$ cat config.mk
export PLATFORM = sky130hd
export DESIGN_NAME = in_channel_fifo
export DESIGN_NICKNAME = d
export VERILOG_FILES = /design/src/rtl/in_channel_fifo.sv
export SDC_FILE = /design/constraint.sdc
export NUM_CORES = 1
export LEC_CHECK = 0
export CAP_MARGIN = 25
export CORE_AREA = 3 3 99 148
export CTS_CLUSTER_SIZE = 10
export DETAILED_ROUTE_END_ITERATION = 10
export DIE_AREA = 0 0 102 151
export PLACE_DENSITY = 0.88
export SLEW_MARGIN = 20
export SYNTH_ARGS = -nofsm -noshare
export SYNTH_HDL_FRONTEND = slang
export SYNTH_SLANG_ARGS = --single-unit
$ cat constraint.sdc
create_clock -name clock -period 6.46 [get_ports clock]
set_input_delay 1.615 -clock clock [delete_from_list [all_inputs] [get_ports clock]]
set_output_delay 1.615 -clock clock [all_outputs]
set_load 0.01 [all_outputs]
$ cat src/rtl/in_channel_fifo.sv
// Input channel FIFO between a host writer and a core issuing "in" reads.
// Circular buffer of NIn words (any size, not only powers of two). Reads
// return one cycle after the request as an rd_ack or rd_empty pulse.
// Full and empty are both judged on the registered count, so a read and a
// write in the same cycle never see each other.
module in_channel_fifo #(
  parameter int MemoryElementWidth = 12,
  parameter int NIn = 16,
  localparam int CW = $clog2(NIn + 1)
) (
  input  logic                          clock,
  input  logic                          reset,
  input  logic                          wr_valid,
  input  logic [MemoryElementWidth-1:0] wr_data,
  output logic                          wr_ready,
  input  logic                          rd_req,
  output logic [MemoryElementWidth-1:0] rd_data,
  output logic                          rd_ack,
  output logic                          rd_empty,
  output logic [CW-1:0]                 in_size,
  output logic                          overflow
);

  localparam int PW = $clog2(NIn);

  logic [MemoryElementWidth-1:0] r_mem [NIn];
  logic [PW-1:0]                 r_wp;
  logic [PW-1:0]                 r_rp;
  logic [CW-1:0]                 r_cnt;
  logic [MemoryElementWidth-1:0] r_rd_data;
  logic                          r_rd_ack;
  logic                          r_rd_empty;
  logic                          r_overflow;

  logic          w_full;
  logic          w_empty;
  logic          w_wr_acc;
  logic          w_rd_acc;
  logic [PW-1:0] w_wp_next;
  logic [PW-1:0] w_rp_next;

  // Accept/decline decisions come only from the registered count.
  always_comb begin
    w_full    = (r_cnt == CW'(NIn));
    w_empty   = (r_cnt == '0);
    w_wr_acc  = wr_valid && !w_full;
    w_rd_acc  = rd_req && !w_empty;
    // Explicit compare keeps wrap correct for non-power-of-two depths.
    w_wp_next = (r_wp == PW'(NIn - 1)) ? '0 : r_wp + 1'b1;
    w_rp_next = (r_rp == PW'(NIn - 1)) ? '0 : r_rp + 1'b1;
  end

  // Storage array; not reset, stale words are unreachable once pointers clear.
  always_ff @(posedge clock) begin
    if (!reset && w_wr_acc) begin
      r_mem[r_wp] <= wr_data;
    end
  end

  // Pointers, count, read response pulses and the sticky overflow flag.
  always_ff @(posedge clock) begin
    if (reset) begin
      r_wp       <= '0;
      r_rp       <= '0;
      r_cnt      <= '0;
      r_rd_data  <= '0;
      r_rd_ack   <= 1'b0;
      r_rd_empty <= 1'b0;
      r_overflow <= 1'b0;
    end else begin
      if (w_wr_acc) begin
        r_wp <= w_wp_next;
      end
      if (w_rd_acc) begin
        r_rp      <= w_rp_next;
        r_rd_data <= r_mem[r_rp];
      end
      r_rd_ack   <= w_rd_acc;
      r_rd_empty <= rd_req && w_empty;
      if (wr_valid && w_full) begin
        r_overflow <= 1'b1;
      end
      case ({w_wr_acc, w_rd_acc})
        2'b10:   r_cnt <= r_cnt + 1'b1;
        2'b01:   r_cnt <= r_cnt - 1'b1;
        default: r_cnt <= r_cnt;
      endcase
    end
  end

  // Outputs straight from registers; wr_ready decoded from the count.
  always_comb begin
    wr_ready = !w_full;
    rd_data  = r_rd_data;
    rd_ack   = r_rd_ack;
    rd_empty = r_rd_empty;
    in_size  = r_cnt;
    overflow = r_overflow;
  end

endmodule

After elaboration in Yosys (flattened, before gate mapping) --
Memories as Yosys holds them, arrays and structs flattened. A register that Yosys moved wholly into a read port is not among the register bits. Index checks and enable logic that the tools add are counted.
Word-level totals: flip-flop bits (word level) 16, memory bits (writable) 192, bits of input ports 16, word-level logic and storage cells 31, memories 1
Cells by class: add/subtract/negate cells 4, equal/unequal tests 5, multiplexer cells 5, reductions and logical operators 10
Memory list:
- r_mem | words 16, width 12, read ports 1, clocked after Yosys merged registers in 1, wr ports 1, RTL line 26 | logic [MemoryElementWidth-1:0] r_mem [NIn];
Operators with widths (count):
- $pmux 5 s2 | 1
- $add 4x1->4 const B | 2
- $eq 4x4->1 const B | 2
- $mux 4 | 2
- $add 5x1->5 const B | 1
- $eq 5x5->1 const B | 1
- $logic_and 1x1->1 | 5
- $logic_not 5->1 | 1
- $sub 5x1->5 const B | 1
- $logic_not 1->1 | 3
- $eq 2x1->1 const B | 1
- $eq 2x2->1 const B | 1
- $mux 1 | 2
- $reduce_bool 2->1 | 1

Longest topological paths before layout --
Gate-level depths: netlist (run 1).
word-level depth 6, gate-level depth with buffers 12, depth with buffers taken out 10

Worst setup path before layout (run 1) --
OpenSTA, ideal clock, no wires.
kind input to register, from input port wr_valid, to register r_cnt[4], in the netlist in_size[4], library setup time 121 ps, arrival 3468 ps, data required time 6339 ps, setup slack 2872 ps, stages 11, path buffers 1, cells stage by stage inv_1 > a21oi_1 > inv_1 > ha_1 > clkbuf_1 > xor2_1 > ha_1 > and3b_1 > o21ai_0 > a31oi_1 > mux2_2
On the way: word-level cells in the longest chain between the ends 3
Ends and longest elaborated chain:
- start: declaration | RTL line 13 | input logic wr_valid,
- $logic_and 1x1->1 (*) | RTL line 46 | w_wr_acc = wr_valid && !w_full;
- $eq 2x1->1 or $eq 2x2->1 (tied branches) | RTL line 83 | case ({w_wr_acc, w_rd_acc})
- $pmux 5 s2 or $reduce_bool 2->1 (tied branches)
- end signal: assignment | RTL line 84 | 2'b10: r_cnt <= r_cnt + 1'b1;
- end signal: assignment | RTL line 85 | 2'b01: r_cnt <= r_cnt - 1'b1;
- end signal: assignment | RTL line 86 | default: r_cnt <= r_cnt;
- end: declaration | RTL line 29 | logic [CW-1:0] r_cnt;
Every way passes the cells marked *; elsewhere a longest branch is shown, timed or not. A chain may end at the register's enable or synchronous reset.

Worst setup path in the final report (run 1) --
from input port reset, to memory r_mem[8][5] (enable)
On the way: word-level cells in the longest chain between the ends 4
Ends and longest elaborated chain:
- start: declaration | RTL line 12 | input logic reset,
- $logic_not 1->1 | RTL line 55 | if (!reset && w_wr_acc) begin
- $logic_and 1x1->1 | RTL line 55
- $mux 1 | RTL line 55
- $mux 1 (not written as such) | RTL line 56 | r_mem[r_wp] <= wr_data;
- end: declaration | RTL line 26
No other way between the ends.

==> results.txt, run 1 <==
WL final: 18000 µm
Worst R2R Path Depth: 10
Routed wire per std cell: 26.5 µm
IO buf count: 36
diodes inserted: 0
sw frac: 25.5%
Core ar.: 13500 µm²
Max Clk Rate: 0.255 GHz
H-tree Lvls: 1
hold path depth: 2
CP max-delay cell: nor2_1
antenna viol nets, final: 0
Final Setup Violations: 0
initial antenna violation count: 0
HP Start: overflow
# resized after CTS: 0
crit path time final: 3.92 ns
relative slew slack: 36.1%
initial core utilization: 64.6%
Longest Clk Path Bufs: 3
# nets final: 522
worst-margin pin slew: 0.955 ns
Initial DRC Count: 443
number of global-route vias before repair: 4455
Clock Power Share: 34.7%
synthesis-stage register bit count: 220
EDFF count, synth: 192
# hold bufs at CTS: 0
Mapped Nets: 474
Reg area: 6330 µm²
layout cells sized above 1: 22.6%
RD Place Congestion: 0.858
Clk Latency, worst-skew pair: 0.51 ns
Post-Syn Instances: 450
sequential-to-total area share from yosys stat: 72.4%
Pwr Density: 353 nW/µm²
CP Class: in2reg
largest net degree at the start of global routing: 53
crit start category: input pin
via count: 4461
Sink Count: 220
DIE AREA: 15400 µm²
Clock Skews: 0.0129 ns
ys async rst share: 0%
Fin Setup TNS: 0 ns
Unique masters post-synth: 42
first-pass GRT wire length: 27100 µm
CTS tree: yes
fillcell total: 758
Post-synth top flop: edfxtp_1
leakage: 3.17 nW
Hold Path Class: reg2reg
mapped cell area: 8740 µm²
critical path peak fanout: 33
chip width: 102 µm
Worst-path clk slew: 0.06 ns
multi-input logic area: 2270 µm²
total congestion overflow: 0
part of the power in registers: 47.7%
final hold vios: 0
vias per cell: 6.57
postcts setup bufs: 0
# DRC: 0
Ports: 37
Final Hold Slack: 0.492 ns
Comb power frac: 17.5%
root buffer cell: clkbuf_16
Sw Pwr: 0.902 mW
Synth Warn #: 0
period utilization: 60.8%
most common cell after layout, fill and taps aside: edfxtp_1
status: finished clean
WP data arrival: 4.04 ns
unrepaired setup endpoints after global routing: false
Max Cap Viol: 0
Internal: 2.63 mW
worst r2r src: in_size[3]
Die Span Y: 151 µm
endpoint with the worst hold slack: overflow
Max Slew Vio Count: 0
Synth-to-Final Area Change: 14.6%
r2r endpoint: in_size[4]
most frequent cells in the layout: edfxtp_1, mux4_2, clkdlybuf4s50_1
average cell area after synthesis: 19.4 µm²
cell chain of the critical path: clkdlybuf4s50_1 > buf_4 > a211oi_1 > nand2_1 > nor2_1
Critical Path RT: 6.58 ns
Reg2Reg Setup Slack: 3.23 ns
standard-cell rows: 52
CTS Buf Count: 25
Detailed Routing Iterations Pass 1: 5
slowest stage delay, CP: 0.80 ns
Total GRT Usage: 24.4%
DP HPWL: 10900 µm
maximum vdd drop: 0.226 mV
crit end category: flop
state kept, by name (all words and copies together), names as in the netlist:
name	cells
r_mem	192
rd_data	12
in_size	5
r_rp	4
r_wp	4
overflow	1
rd_ack	1
rd_empty	1
cell usage after synthesis, types with 7 or more instances:
cell	n	area, µm²
nor2_1	24	90.1
edfxtp_1	192	5770
ha_1	8	100
nand3b_1	13	97.6
nand2_1	11	41.3
mux4_2	48	1080
nor3_1	7	35.0
buf_2	8	40.0
o221ai_2	10	150
clkbuf_1	15	56.3
mux2i_1	27	270
a21oi_1	7	35.0
dfxtp_1	28	561
area by class of cell:
| class | instances | share of cell area, % |
|---|---|---|
| flip-flops and latches | 220 | 63.3 |
| multi-input cells | 196 | 22.7 |
| clock buffers | 45 | 7.00 |
| repair buffers | 49 | 4.70 |
| well taps | 162 | 2.03 |
| inverters | 6 | 0.250 |
| clock inverters | 1 | 0.0875 |
power by group through the flow:
stage                     Combinational, mW  Sequential, mW  Clock [mW]
after floorplan                       0.420            1.69           0
after global placement                0.564            1.73           0
after detailed placement              0.584            1.73           0
after CTS                             0.593            1.71        1.25
after global routing                  0.661            1.70        1.30
final                                 0.620            1.69        1.23
critical path, delay by kind of cell:
kind                   cells  cell delay [ns]
buffers and inverters      2             0.62
and+or+nand+nor            2             1.11
AOI/OAI and AO/OA          1             0.68
kinds of logic after synthesis:
logic type | synth area share (%)
muxes | 15.7
xor gates and xnor gates | 0.501
AOI/OAI and AO/OA | 3.92
and+or+nand+nor | 4.28
adders and majority gates | 1.15
DFF | 72.4
buffers and inverters | 2.01
metal layers:
metal	vias to the layer above	part of all wire, %	GRT usage (%)
met5	-	0	0
met3	40	7.1	4.15
li1	1929	-	-
met4	0	5.0	11.3
met1	2267	37	33.6
met2	225	51	38.6
worst max path at each step:
stage / from / end / slack [ns] / depth (start not counted)
finish: reset / r_mem[8][5] / 2.54 / 5
global route: reset / r_mem[8][1] / 2.40 / 5
CTS: reset / r_mem[13][9] / 2.41 / 5
detailed placement: reset / r_mem[4][6] / 1.98 / 5
global placement: reset / r_mem[4][10] / 2.11 / 5
floorplan: wr_valid / in_size[4] / 2.87 / 11
metrics by stage:
step	worst slack [ns]	util, %	area (µm²)	instances	power, mW
finish	2.54	74.0	10000	679	3.54
global route	2.40	74.0	10000	679	3.66
CTS	2.41	73.2	9910	669	3.54
detailed placement	1.98	68.0	9200	623	2.32
global placement	2.11	68.0	9200	623	2.29
floorplan	2.87	-	8740	450	2.11
No activity file was read; power rests on OpenSTA's default activity.
==> inputs of run 2 (changes only) <==
--- a/config.mk
+++ b/config.mk
@@ -6,11 +6,11 @@
 export NUM_CORES = 1
 export LEC_CHECK = 0
 export CAP_MARGIN = 25
-export CORE_AREA = 3 3 99 148
+export CORE_AREA = 3 3 108 162
 export CTS_CLUSTER_SIZE = 10
 export DETAILED_ROUTE_END_ITERATION = 10
-export DIE_AREA = 0 0 102 151
-export PLACE_DENSITY = 0.88
+export DIE_AREA = 0 0 111 165
+export PLACE_DENSITY = 0.78
 export SLEW_MARGIN = 20
 export SYNTH_ARGS = -nofsm -noshare
 export SYNTH_HDL_FRONTEND = slang
==> constraint.sdc (replaced) <==
create_clock -name clock -period 3.2 [get_ports clock]
set_input_delay 0.8 -clock clock [delete_from_list [all_inputs] [get_ports clock]]
set_output_delay 0.8 -clock clock [all_outputs]
set_load 0.01 [all_outputs]
==> run 2 against run 1 <==
Net effect:
- clock power is 100% higher
- via count shrank 0.43%
- largest cell class unchanged
- cell count is 10% higher
- critical endpoint is now wr_ready
- count of clock-buffer cells in the layout did not move
- clock skew is 0.0013 ns higher
- critical path depth fell by 2
- utilization decreased by 11 points
==> results.txt, run 2 (synthesized netlist as in run 1, its figures left out) <==
Setup WS post-layout: 0.305 ns (was 2.54 ns)
via count: 4442 (was 4461)
crit end category: primary output (was flop)
diodes inserted: 0 (unchanged)
slowest stage delay, CP: 0.61 ns (was 0.80 ns)
Clk Latency, worst-skew pair: 0.50 ns (was 0.51 ns)
number of global-route vias before repair: 4788 (was 4455)
maximum vdd drop: 0.423 mV (was 0.226 mV)
root buffer cell: clkbuf_16 (unchanged)
Detailed Routing Iterations Pass 1: 5 (unchanged)
status: finished clean (unchanged)
Die Span Y: 165 µm (was 151 µm)
Internal: 5.35 mW (was 2.63 mW)
Core ar.: 16200 µm² (was 13500 µm²)
Clock Skews: 0.0142 ns (was 0.0129 ns)
# DRC: 0 (unchanged)
CTS Buf Count: 25 (unchanged)
Non-Filler Instances: 748 (was 679)
Synth-to-Final Area Change: 17.2% (was 14.6%)
period utilization: 90.5%
relative slew slack: 43.5% (was 36.1%)
total congestion overflow: 0 (unchanged)
initial core utilization: 54.0% (was 64.6%)
fillcell total: 1059 (was 758)
Longest Clk Path Bufs: 3 (unchanged)
Top reg by flops: r_mem (unchanged)
CP Class: reg2out (was in2reg)
RD Place Congestion: 0.845 (was 0.858)
first-pass GRT wire length: 27700 µm (was 27100 µm)
Critical Path RT: 2.40 ns (was 6.58 ns)
placed insts: 702 (was 623)
largest net degree at the start of global routing: 33 (was 53)
DIE AREA: 18300 µm² (was 15400 µm²)
DP HPWL: 11300 µm (was 10900 µm)
Routed wire per std cell: 23.6 µm (was 26.5 µm)
leakage: 3.30 nW (was 3.17 nW)
Ports: 37 (unchanged)
sw frac: 25.1% (was 25.5%)
crit path time final: 2.89 ns
unrepaired setup endpoints after global routing: false (unchanged)
initial antenna violation count: 0 (unchanged)
top cell family by delay on the critical path: simple AND/OR/NAND/NOR gates (unchanged)
# hold bufs at CTS: 0 (unchanged)
layout cells sized above 1: 25.1% (was 22.6%)
part of the power in registers: 47.5% (was 47.7%)
# resized after CTS: 0 (unchanged)
most common cell after layout, fill and taps aside: edfxtp_1 (unchanged)
Reg2Reg Setup Slack: 0.42 ns (was 3.23 ns)
Setup WS pre-CTS: 0.0731 ns (was 1.98 ns)
Sw Pwr: 1.79 mW (was 0.902 mW)
Sink Count: 220 (unchanged)
vias per cell: 5.94 (was 6.57)
Fin Setup TNS: 0 ns (unchanged)
critical path peak fanout: 7 (was 33)
Initial DRC Count: 451 (was 443)
Pwr Density: 698 nW/µm² (was 353 nW/µm²)
final hold vios: 0 (unchanged)
Max Slew Vio Count: 0 (unchanged)
CP max-delay cell: nor4_1 (was nor2_1)
standard-cell rows: 57 (was 52)
max FFs per register: 192 (unchanged)
H-tree Lvls: 1 (unchanged)
most frequent cells in the layout: edfxtp_1, mux4_2, buf_4 (was edfxtp_1, mux4_2, clkdlybuf4s50_1)
Max Cap Viol: 0 (unchanged)
postcts setup bufs: 0 (unchanged)
CTS tree: yes (unchanged)
chip width: 111 µm (was 102 µm)
crit start category: flop (was input pin)
Worst-path clk slew: 0.06 ns (about the same)
Max Clk Rate: 0.345 GHz
IO buf count: 36 (unchanged)
Final Total Pwr: 7.14 mW (was 3.54 mW)
crit path buf inv count: 1 (was 2)
Hold Path Class: reg2reg (unchanged)
antenna viol nets, final: 0 (unchanged)
Total GRT Usage: 20.0% (was 24.4%)
cell chain of the critical path: nor4_1 > nand2_1 > clkdlybuf4s50_1 (was clkdlybuf4s50_1 > buf_4 > a211oi_1 > nand2_1 > nor2_1)
Final Setup Violations: 0 (unchanged)
Comb power frac: 18.0% (was 17.5%)
WL final: 17600 µm (was 18000 µm)
worst-margin pin slew: 0.848 ns (was 0.955 ns)
# nets final: 547 (was 522)
WP data arrival: 2.09 ns (was 4.04 ns)
Clock Power Share: 34.5% (was 34.7%)
[run 2: changes by cell type in the layout (fill, tap and decap cells not counted), sizes merged]
| cell | delta |
|---|---|
| buf | +25 |
[run 2: layer usage]
| metal | global-route usage (%) | wire, µm | vias to the layer above |
|---|---|---|---|
| met1 | 24.3 | 6670 | 2268 |
| met3 | 4.22 | 1140 | 40 |
| met2 | 35.3 | 9260 | 154 |
| met4 | 7.68 | 559 | 0 |
| met5 | 0 | 0 | - |
| li1 | - | - | 1980 |
[run 2: worst min-delay path, cell delays in order, from the launching register on]
cell and delay, ns:
dfxtp_1 0.33, a31oi_1 0.05, nor2_1 0.07
[run 2: layout make-up]
cell class	instances	area (µm²)	share of cell area, %
clock buffers	45	701	6.85
well taps	206	258	2.52
flip-flops and latches	220	6330	61.9
clock inverters	1	8.76	0.0856
inverters	6	25.0	0.244
multi-input cells	196	2250	22.0
repair buffers	74	658	6.43
[run 2: power groups by stage]
| stage | combinational (mW) | sequential (mW) | clock, mW |
|---|---|---|---|
| 2_1_floorplan | 0.848 | 3.41 | 0 |
| 3_3_place_gp | 1.26 | 3.44 | 0 |
| 3_5_place_dp | 1.29 | 3.45 | 0 |
| 4_1_cts | 1.30 | 3.39 | 2.51 |
| 5_1_grt | 1.39 | 3.41 | 2.63 |
| 6_report | 1.29 | 3.39 | 2.46 |
[run 2: per-stage QoR]
stage	util (%)	hold slack (ns)	area [µm²]
final	63.2	0.489	10200
after global routing	63.2	0.522	10200
after CTS	63.2	0.503	10200
after detailed placement	58.8	0.490	9530
after global placement	58.8	0.474	9530
after floorplan	-	0.505	8740
[run 2: path summary, 6_finish.rpt]
check	start	to	cells past startpoint
min	overflow	overflow	2
min reg2reg	overflow	overflow	2
max reg2reg	in_size[0]	in_size[4]	10
max	in_size[0]	wr_ready	3
==> inputs of run 3 (changes only) <==
--- a/config.mk
+++ b/config.mk
@@ -7,7 +7,6 @@
 export LEC_CHECK = 0
 export CAP_MARGIN = 25
 export CORE_AREA = 3 3 108 162
-export CTS_CLUSTER_SIZE = 10
 export DETAILED_ROUTE_END_ITERATION = 10
 export DIE_AREA = 0 0 111 165
 export PLACE_DENSITY = 0.78
==> run 3 against run 2 <==
Net effect:
- register-to-register slack is essentially flat
- utilization fell by 0.66 points
- non-clock buffer count is the same
- count of clock-buffer cells in the layout decreased by 16
- worst hold slack gained 0.0047 ns
- final area is 1.0% lower
- global-route usage increased by 0.34 points
- die area unchanged
- sequential cell count is the same
- via count about the same
- critical path depth did not move
- wire length increased by 2.6%
- critical endpoint unchanged
==> results.txt, run 3 (synthesized netlist as in run 1, its figures left out) <==
status: finished clean (unchanged)
critical path peak fanout: 7 (unchanged)
r2r endpoint: in_size[4] (unchanged)
Max Slew Vio Count: 0 (unchanged)
Sink Count: 220 (unchanged)
# nets final: 542 (was 547)
Reg2Reg Setup Slack: 0.43 ns (was 0.42 ns)
chip width: 111 µm (unchanged)
DIE AREA: 18300 µm² (unchanged)
Clk Latency, worst-skew pair: 0.50 ns (about the same)
Setup WS post-layout: 0.294 ns (was 0.305 ns)
DP HPWL: 11300 µm (unchanged)
Internal: 5.09 mW (was 5.35 mW)
Top reg by flops: r_mem (unchanged)
Ports: 37 (unchanged)
WL final: 18100 µm (was 17600 µm)
IO buf count: 36 (unchanged)
Synth-to-Final Area Change: 16.0% (was 17.2%)
Critical Path RT: 2.40 ns (about the same)
Detailed Routing Iterations Pass 1: 5 (unchanged)
Pwr Density: 680 nW/µm² (was 698 nW/µm²)
Core Util, Final: 62.6% (was 63.2%)
part of the power in registers: 49.2% (was 47.5%)
Max Cap Viol: 0 (unchanged)
crit end category: primary output (unchanged)
worst r2r src: in_size[0] (unchanged)
slowest stage delay, CP: 0.61 ns (about the same)
sw frac: 26.0% (was 25.1%)
cell chain of the critical path: nor4_1 > nand2_1 > clkdlybuf4s50_1 (unchanged)
antenna viol nets, final: 0 (unchanged)
first-pass GRT wire length: 28000 µm (was 27700 µm)
leakage: 3.26 nW (was 3.30 nW)
Core ar.: 16200 µm² (unchanged)
# hold bufs at CTS: 0 (unchanged)
Final Hold Slack: 0.494 ns (was 0.489 ns)
Worst R2R Path Depth: 10 (unchanged)
layout cells sized above 1: 25.9% (was 25.1%)
worst setup path end: wr_ready (unchanged)
CTS tree: yes (unchanged)
CTS Buf Count: 20 (was 25)
unrepaired setup endpoints after global routing: false (unchanged)
crit path time final: 2.91 ns (was 2.89 ns)
period utilization: 90.8% (was 90.5%)
worst-margin pin slew: 0.875 ns (was 0.848 ns)
total congestion overflow: 0 (unchanged)
RD Place Congestion: 0.845 (unchanged)
number of global-route vias before repair: 4720 (was 4788)
most common cell after layout, fill and taps aside: edfxtp_1 (unchanged)
Final Setup Violations: 0 (unchanged)
# resized after CTS: 0 (unchanged)
Sw Pwr: 1.79 mW (about the same)
Fin Setup TNS: 0 ns (unchanged)
Die Span Y: 165 µm (unchanged)
crit start category: flop (unchanged)
H-tree Lvls: 1 (unchanged)
Clock Power Share: 32.1% (was 34.5%)
Total GRT Usage: 20.3% (was 20.0%)
HP Start: overflow (unchanged)
Clock Skews: 0.0170 ns (was 0.0142 ns)
diodes inserted: 0 (unchanged)
root buffer cell: clkbuf_16 (unchanged)
Comb power frac: 18.7% (was 18.0%)
Max Clk Rate: 0.344 GHz (was 0.345 GHz)
final hold vios: 0 (unchanged)
# DRC: 0 (unchanged)
CP Class: reg2out (unchanged)
vias per cell: 6.01 (was 5.94)
Setup WS pre-CTS: 0.0731 ns (unchanged)
Routed wire per std cell: 24.5 µm (was 23.6 µm)
max FFs per register: 192 (unchanged)
CP max-delay cell: nor4_1 (unchanged)
most frequent cells in the layout: edfxtp_1, mux4_2, buf_4 (unchanged)
worst setup path start: in_size[0] (unchanged)
standard-cell rows: 57 (unchanged)
initial antenna violation count: 0 (unchanged)
largest net degree at the start of global routing: 33 (unchanged)
Worst-path clk slew: 0.07 ns (was 0.06 ns)
Longest Clk Path Bufs: 3 (unchanged)
initial core utilization: 54.0% (unchanged)
WP data arrival: 2.11 ns (was 2.09 ns)
fillcell total: 1092 (was 1059)
via count: 4438 (was 4442)
Hold Path Class: reg2reg (unchanged)
Initial DRC Count: 393 (was 451)
relative slew slack: 41.6% (was 43.5%)
maximum vdd drop: 0.427 mV (was 0.423 mV)
postcts setup bufs: 0 (unchanged)
==> run 3: changes by cell type in the layout (fill, tap and decap cells not counted), sizes merged <==
cell	change
clkbuf	-16
clkinv	+6
==> run 3: power groups by stage <==
stage,registers (mW),clock network [mW],logic (mW)
floorplan,3.41,0,0.848
global placement,3.44,0,1.26
detailed placement,3.45,0,1.29
CTS,3.39,2.24,1.30
global route,3.41,2.35,1.39
finish,3.39,2.21,1.29
==> run 3: worst min-delay path by stage <==
| stage | endpoint | slack, ns | cells past startpoint |
|---|---|---|---|
| floorplan | overflow | 0.50 | 2 |
| global placement | overflow | 0.47 | 2 |
| detailed placement | overflow | 0.49 | 2 |
| CTS | overflow | 0.51 | 2 |
| global route | overflow | 0.52 | 2 |
| finish | overflow | 0.49 | 2 |
==> run 3: layout make-up <==
class                      instances  area (µm²)  area share (%)
tap                              206         258            2.54
timing repair buffer              74         658            6.50
clock buffer                      29         554            5.47
multi-input combinational        196        2250            22.3
clock inverter                     7        48.8           0.482
inverter                           6        25.0           0.247
sequential                       220        6330            62.5
==> run 3: metal layers <==
| layer | wire [µm] | global-route usage [%] | up-vias | share of wire (%) |
|---|---|---|---|---|
| met2 | 9540 | 35.6 | 155 | 53 |
| met4 | 598 | 7.90 | 0 | 3.3 |
| met1 | 6950 | 26.1 | 2283 | 38 |
| met5 | 0 | 0 | - | 0 |
| met3 | 1000 | 2.68 | 38 | 5.5 |
| li1 | - | - | 1962 | - |
==> run 3: through the flow <==
stage,instance area [µm²],std cells,total power [mW]
finish,10100,738,6.89
global route,10100,738,7.15
CTS,10100,738,6.93
detailed placement,9530,702,4.74
global placement,9530,702,4.70
floorplan,8740,450,4.25
==> run 3: critical path, delay by kind of cell, from the launching register on <==
family	cells	cell delay, ns
AND/OR/NAND/NOR	2	0.71
flip-flops	1	0.39
buffers and inverters	1	0.49
